### src/rtl/seq_det_param_fsm.sv
// -----------------------------------------------------------------------------
// seq_det_param_fsm
//
// Purpose:
//   Serial pattern detector with a run-time loadable PAT_LEN-bit pattern.
//   Bits are accepted only while in_valid is high. A registered (Moore)
//   detector_out pulses for one cycle after the bit that completes a match.
//   Overlapping or non-overlapping detection is selected per match by
//   overlap_en. Matches are counted in a saturating counter with a
//   synchronous clear.
//
// Ports:
//   clock         in   1        single clock, rising edge
//   reset         in   1        asynchronous, active-high reset
//   sequence_in   in   1        serial data bit
//   in_valid      in   1        qualifies sequence_in
//   pattern_in    in   PAT_LEN  new pattern, bit PAT_LEN-1 is received first
//   load_pattern  in   1        one-cycle strobe latching pattern_in
//   overlap_en    in   1        1 = overlapping, 0 = non-overlapping detection
//   count_clr     in   1        synchronous clear of match_count
//   detector_out  out  1        high for one cycle after a match
//   match_count   out  CNT_W    saturating number of matches
// -----------------------------------------------------------------------------
module seq_det_param_fsm #(
    parameter int                 PAT_LEN     = 4,
    parameter int                 CNT_W       = 8,
    parameter logic [PAT_LEN-1:0] DEF_PATTERN = PAT_LEN'(4'b1011)
) (
    input  logic               clock,
    input  logic               reset,
    input  logic               sequence_in,
    input  logic               in_valid,
    input  logic [PAT_LEN-1:0] pattern_in,
    input  logic               load_pattern,
    input  logic               overlap_en,
    input  logic               count_clr,
    output logic               detector_out,
    output logic [CNT_W-1:0]   match_count
);

    localparam int                FILL_W    = $clog2(PAT_LEN + 1);
    localparam logic [FILL_W-1:0] FILL_FULL = FILL_W'(PAT_LEN);

    typedef enum logic [1:0] {
        ST_FILL  = 2'd0,
        ST_ARMED = 2'd1,
        ST_MATCH = 2'd2
    } state_e;

    state_e             state_q, state_d;
    logic [PAT_LEN-1:0] pat_q,   pat_d;
    logic [PAT_LEN-1:0] win_q,   win_d;
    logic [FILL_W-1:0]  fill_q,  fill_d;
    logic [CNT_W-1:0]   cnt_q,   cnt_d;

    logic [PAT_LEN-1:0] win_shift;
    logic [FILL_W-1:0]  fill_next;
    logic               match;

    // Fill level saturates at PAT_LEN: once the window is full it stays full.
    function automatic logic [FILL_W-1:0] fill_inc(input logic [FILL_W-1:0] f);
        return (f == FILL_FULL) ? f : f + FILL_W'(1);
    endfunction

    // Match counter sticks at all-ones instead of wrapping.
    function automatic logic [CNT_W-1:0] cnt_inc(input logic [CNT_W-1:0] c);
        return (&c) ? c : c + CNT_W'(1);
    endfunction

    // Window as it would look after accepting sequence_in (oldest bit drops out).
    assign win_shift = (win_q << 1) | {{(PAT_LEN-1){1'b0}}, sequence_in};
    assign fill_next = fill_inc(fill_q);

    // State register
    always_ff @(posedge clock or posedge reset) begin
        if (reset) begin
            state_q <= ST_FILL;
            pat_q   <= DEF_PATTERN;
            win_q   <= '0;
            fill_q  <= '0;
            cnt_q   <= '0;
        end else begin
            state_q <= state_d;
            pat_q   <= pat_d;
            win_q   <= win_d;
            fill_q  <= fill_d;
            cnt_q   <= cnt_d;
        end
    end

    // Next-state logic
    always_comb begin
        state_d = state_q;
        pat_d   = pat_q;
        win_d   = win_q;
        fill_d  = fill_q;
        cnt_d   = cnt_q;
        match   = 1'b0;

        if (load_pattern) begin
            // A new pattern restarts detection; a bit offered in the same
            // cycle is dropped so the new pattern needs PAT_LEN fresh bits.
            pat_d   = pattern_in;
            win_d   = '0;
            fill_d  = '0;
            state_d = ST_FILL;
        end else begin
            if (in_valid) begin
                win_d  = win_shift;
                fill_d = fill_next;
                match  = (win_shift == pat_q) && (fill_next == FILL_FULL);
            end

            if (match) begin
                state_d = ST_MATCH;
                // Non-overlapping mode forgets the matched bits entirely.
                fill_d  = overlap_en ? FILL_FULL : '0;
            end else begin
                // FILL/ARMED follow directly from the fill level, which also
                // gives the one-cycle MATCH exit whether or not a bit arrives.
                state_d = (fill_d == FILL_FULL) ? ST_ARMED : ST_FILL;
            end
        end

        // Clear wins over a coincident match.
        if (count_clr) begin
            cnt_d = '0;
        end else if (match) begin
            cnt_d = cnt_inc(cnt_q);
        end
    end

    assign detector_out = (state_q == ST_MATCH);
    assign match_count  = cnt_q;

endmodule

### config.mk
export PLATFORM = sky130hd
export DESIGN_NAME = seq_det_param_fsm
export DESIGN_NICKNAME = d
export VERILOG_FILES = /design/src/rtl/seq_det_param_fsm.sv
export SDC_FILE = /design/constraint.sdc
export NUM_CORES = 1
export LEC_CHECK = 0
export BUFFER_PORTS_ARGS = -buffer_cell sky130_fd_sc_hd__buf_4
export CAP_MARGIN = 20
export CORE_AREA = 2 2 47 49
export CTS_BUF_LIST = sky130_fd_sc_hd__clkbuf_8
export DETAILED_ROUTE_END_ITERATION = 7
export DIE_AREA = 0 0 49 51
export PLACE_DENSITY = 0.87
export SYNTH_ARGS = -nofsm -noshare
export SYNTH_HDL_FRONTEND = slang
export SYNTH_SLANG_ARGS = --single-unit
### constraint.sdc
create_clock -name clock -period 4.1 [get_ports clock]
set_clock_uncertainty 0.2 [all_clocks]
set_input_delay 0.615 -clock clock [delete_from_list [all_inputs] [get_ports clock]]
set_output_delay 0.615 -clock clock [all_outputs]
set_load 0.02 [all_outputs]
==> impl_metrics.env <==
export IMPL_first_global_vias=742
export IMPL_timing_critical_path_fanout_max=12
export IMPL_synth_seq_cells=20
export IMPL_relSlewSlack_pct=50.5
export IMPL_pin_count=20
export IMPL_cellPowerDensity_nw_per_um2=328
export IMPL_pwr_share_seq_pct=51.5
export IMPL_grt_setup_unrepaired="false"
export IMPL_power_combinational_fraction_pct=12.0
export IMPL_post_cts_resized_instances=0
export IMPL_final_nets=139
export IMPL_stdcell_area_um2=1270
export IMPL_post_dp_cell_area_um2=1210
export IMPL_route_detailed_wl_per_inst_um=14.1
export IMPL_hold_buffers=0
export IMPL_synth_sequential_area_ratio_pct=47.9
export IMPL_cts_root_buf="clkbuf_8"
export IMPL_stdcell_count=152
export IMPL_dr_first_iter_drc_count=12
export IMPL_syn_to_final_growth_pct=20.2
export IMPL_clock_power_share_pct=36.4
export IMPL_floorplan_initialDensity_pct=51.1
export IMPL_fmaxAchievable_mhz=342
export IMPL_cap_violations=0
export IMPL_antenna_cells=0
export IMPL_switching_share_of_power_pct=23.8
export IMPL_path_depth_of_the_worst_reg2reg_path=7
export IMPL_chipWidth_um=49
export IMPL_drt_total_wl_mm=2.15
export IMPL_core_area_um2=2060
export IMPL_die_h_um=51
export IMPL_synth_async_reset_ratio_pct=100
export IMPL_finish_utilization_pct=61.4
export IMPL_route_vias_total=859
export IMPL_power_report_internal_total_w=0.000317
export IMPL_viasPerCell=5.65
export IMPL_totalPowerFinal_w=0.000416
export IMPL_grt_max_degree=21
export IMPL_yosys_warnings=0
export IMPL_switching_power_w=0.0000989
export IMPL_layout_min_cycle_time_ps=2920
export IMPL_first_pass_grt_wire_length_mm=3.44
export IMPL_worstPathRequired_ps=4090
export IMPL_dp_hpwl_mm=1.49
export IMPL_grt_ovfl_total=0
export IMPL_start_kind="flip-flop"
export IMPL_synth_cell_type_count=32
export IMPL_max_vdd_ir_drop_uv=261
export IMPL_final_common_cell="buf_4"
export IMPL_rows=17
export IMPL_setup_viol_count_final=0
export IMPL_worstSkewPairLatency_ps=260
export IMPL_synthesized_area_per_cell_um2=10.0
export IMPL_cts_post_setup_buffers_inserted=0
export IMPL_port_buffers=19
export IMPL_clock_tree_sinks=20
export IMPL_worstMarginPinSlew_ps=742
export IMPL_initial_antenna_violation_count=0
export IMPL_mostFrequentLayoutCells="buf_4 (19), dfrtp_1 (17), a21oi_1 (8), nor2_1 (7), nand2_1 (6)"
export IMPL_drc=0
export IMPL_dp_cells=148
export IMPL_finalHoldViolCount=0
export IMPL_final_layout_size_suffix_gt1_share_pct=25.8
export IMPL_cts_tree="yes"
export IMPL_detail_route_antenna_nets=0
export IMPL_synth_edf_count=0
export IMPL_drt_pass1_iter_count=4
export IMPL_critPathCaptureType="flip-flop"
export IMPL_outcome="complete, no violations"
export IMPL_synth_area_um2=1050
export IMPL_grt_total_usage_pct=18.5
export IMPL_cts_clk_slew_worst_paths_ps=70
export IMPL_static_leakage_power_nw=0.556
export IMPL_criticalPathCategory="flip-flop to flip-flop"
export IMPL_floorplan_die_area_um2=2500
export IMPL_setup_total_negative_slack_ps=0
export IMPL_synth_flop_cell="dfrtp_1"
export IMPL_final_max_slew_violation_count=0
export IMPL_post_route_period_util_pct=71.3
export IMPL_critical_path_arrival_ps=2910
export IMPL_hold_path_class="input port to async pin"
export IMPL_netlist_instances=105
export IMPL_finalWeightedCongestion=0.759
export IMPL_cts_buffers=3
export IMPL_clock_path_buffers=2
export IMPL_synth_net_count=119
export IMPL_htree_levels=1
-- synth_stat cells (3+ instances only) --
master | n | share of area, %
xnor2_1 | 5 | 4.2
mux2_2 | 4 | 4.3
dfstp_2 | 3 | 7.5
nor3_1 | 5 | 2.4
inv_1 | 5 | 1.8
nand2_1 | 6 | 2.1
nor2b_1 | 3 | 1.8
or3_1 | 3 | 1.8
dfrtp_1 | 17 | 40
mux2i_1 | 5 | 4.8
ha_1 | 3 | 3.6
a21oi_1 | 8 | 3.8
o21ai_0 | 4 | 1.9
nor2_1 | 7 | 2.5
nand3_1 | 5 | 2.4
-- area by class of cell --
cell class	instances	area (um2)
sequential	20	504
fill	174	797
inverter	5	18.8
timing repair buffer	19	143
clock buffer	4	55.1
multi-input combinational	76	510
tap	28	35.0
-- cell families after synthesis --
group	synth area share [%]
flops	47.9
buf+inv	3.68
xor+xnor	4.99
mux	9.03
fa+ha+maj	3.56
simple gates	20.0
compound gates	10.9
-- critical path, cell delays in order (launching register included) --
cell and delay, ps:
dfrtp_1 410, inv_1 100, ha_1 250, or3b_1 390, a31o_1 250, or4_4 600
or4_1 490, a21oi_1 150
-- power by group through the flow --
| stage | logic, W | clock network (W) | registers [W] |
|---|---|---|---|
| after detailed placement | 0.0000497 | 0 | 0.000218 |
| after floorplan | 0.0000363 | 0 | 0.000216 |
| after global routing | 0.0000553 | 0.000160 | 0.000215 |
| after CTS | 0.0000504 | 0.000154 | 0.000214 |
| after global placement | 0.0000479 | 0 | 0.000217 |
| final | 0.0000501 | 0.000151 | 0.000214 |
-- worst paths after layout --
path	from	end	slack (ps)
max	fill_q[0]	match_count[5]	1180
min	reset	match_count[1]	280
max reg2reg	fill_q[0]	match_count[5]	1180
min reg2reg	pat_q[2]	pat_q[2]	340
max in group asynchronous	reset	fill_q[1]	2960
min in group clock	pat_q[2]	pat_q[2]	340
-- metrics by stage --
step | setup slack, ps | hold WS (ps)
after floorplan | 1420 | 302
after global placement | 1300 | 323
after detailed placement | 1220 | 326
after CTS | 1180 | 308
after global routing | 1060 | 361
final | 1180 | 280
-- registers in the layout, indices dropped and copies added (netlist names) --
| name | count |
|---|---|
| match_count | 8 |
| pat_q | 4 |
| fill_q | 3 |
| win_q | 3 |
| state_q | 2 |
-- metal layers --
metal / part of all wire (%) / global-route usage (%) / vias to the layer above
li1: - / - / 411
met1: 43 / 22.6 / 417
met2: 51 / 31.7 / 26
met3: 3.7 / 2.63 / 5
met4: 2.0 / 10.0 / 0
met5: 0 / 0 / -
Note: power is estimated with default switching activity, not from simulation.
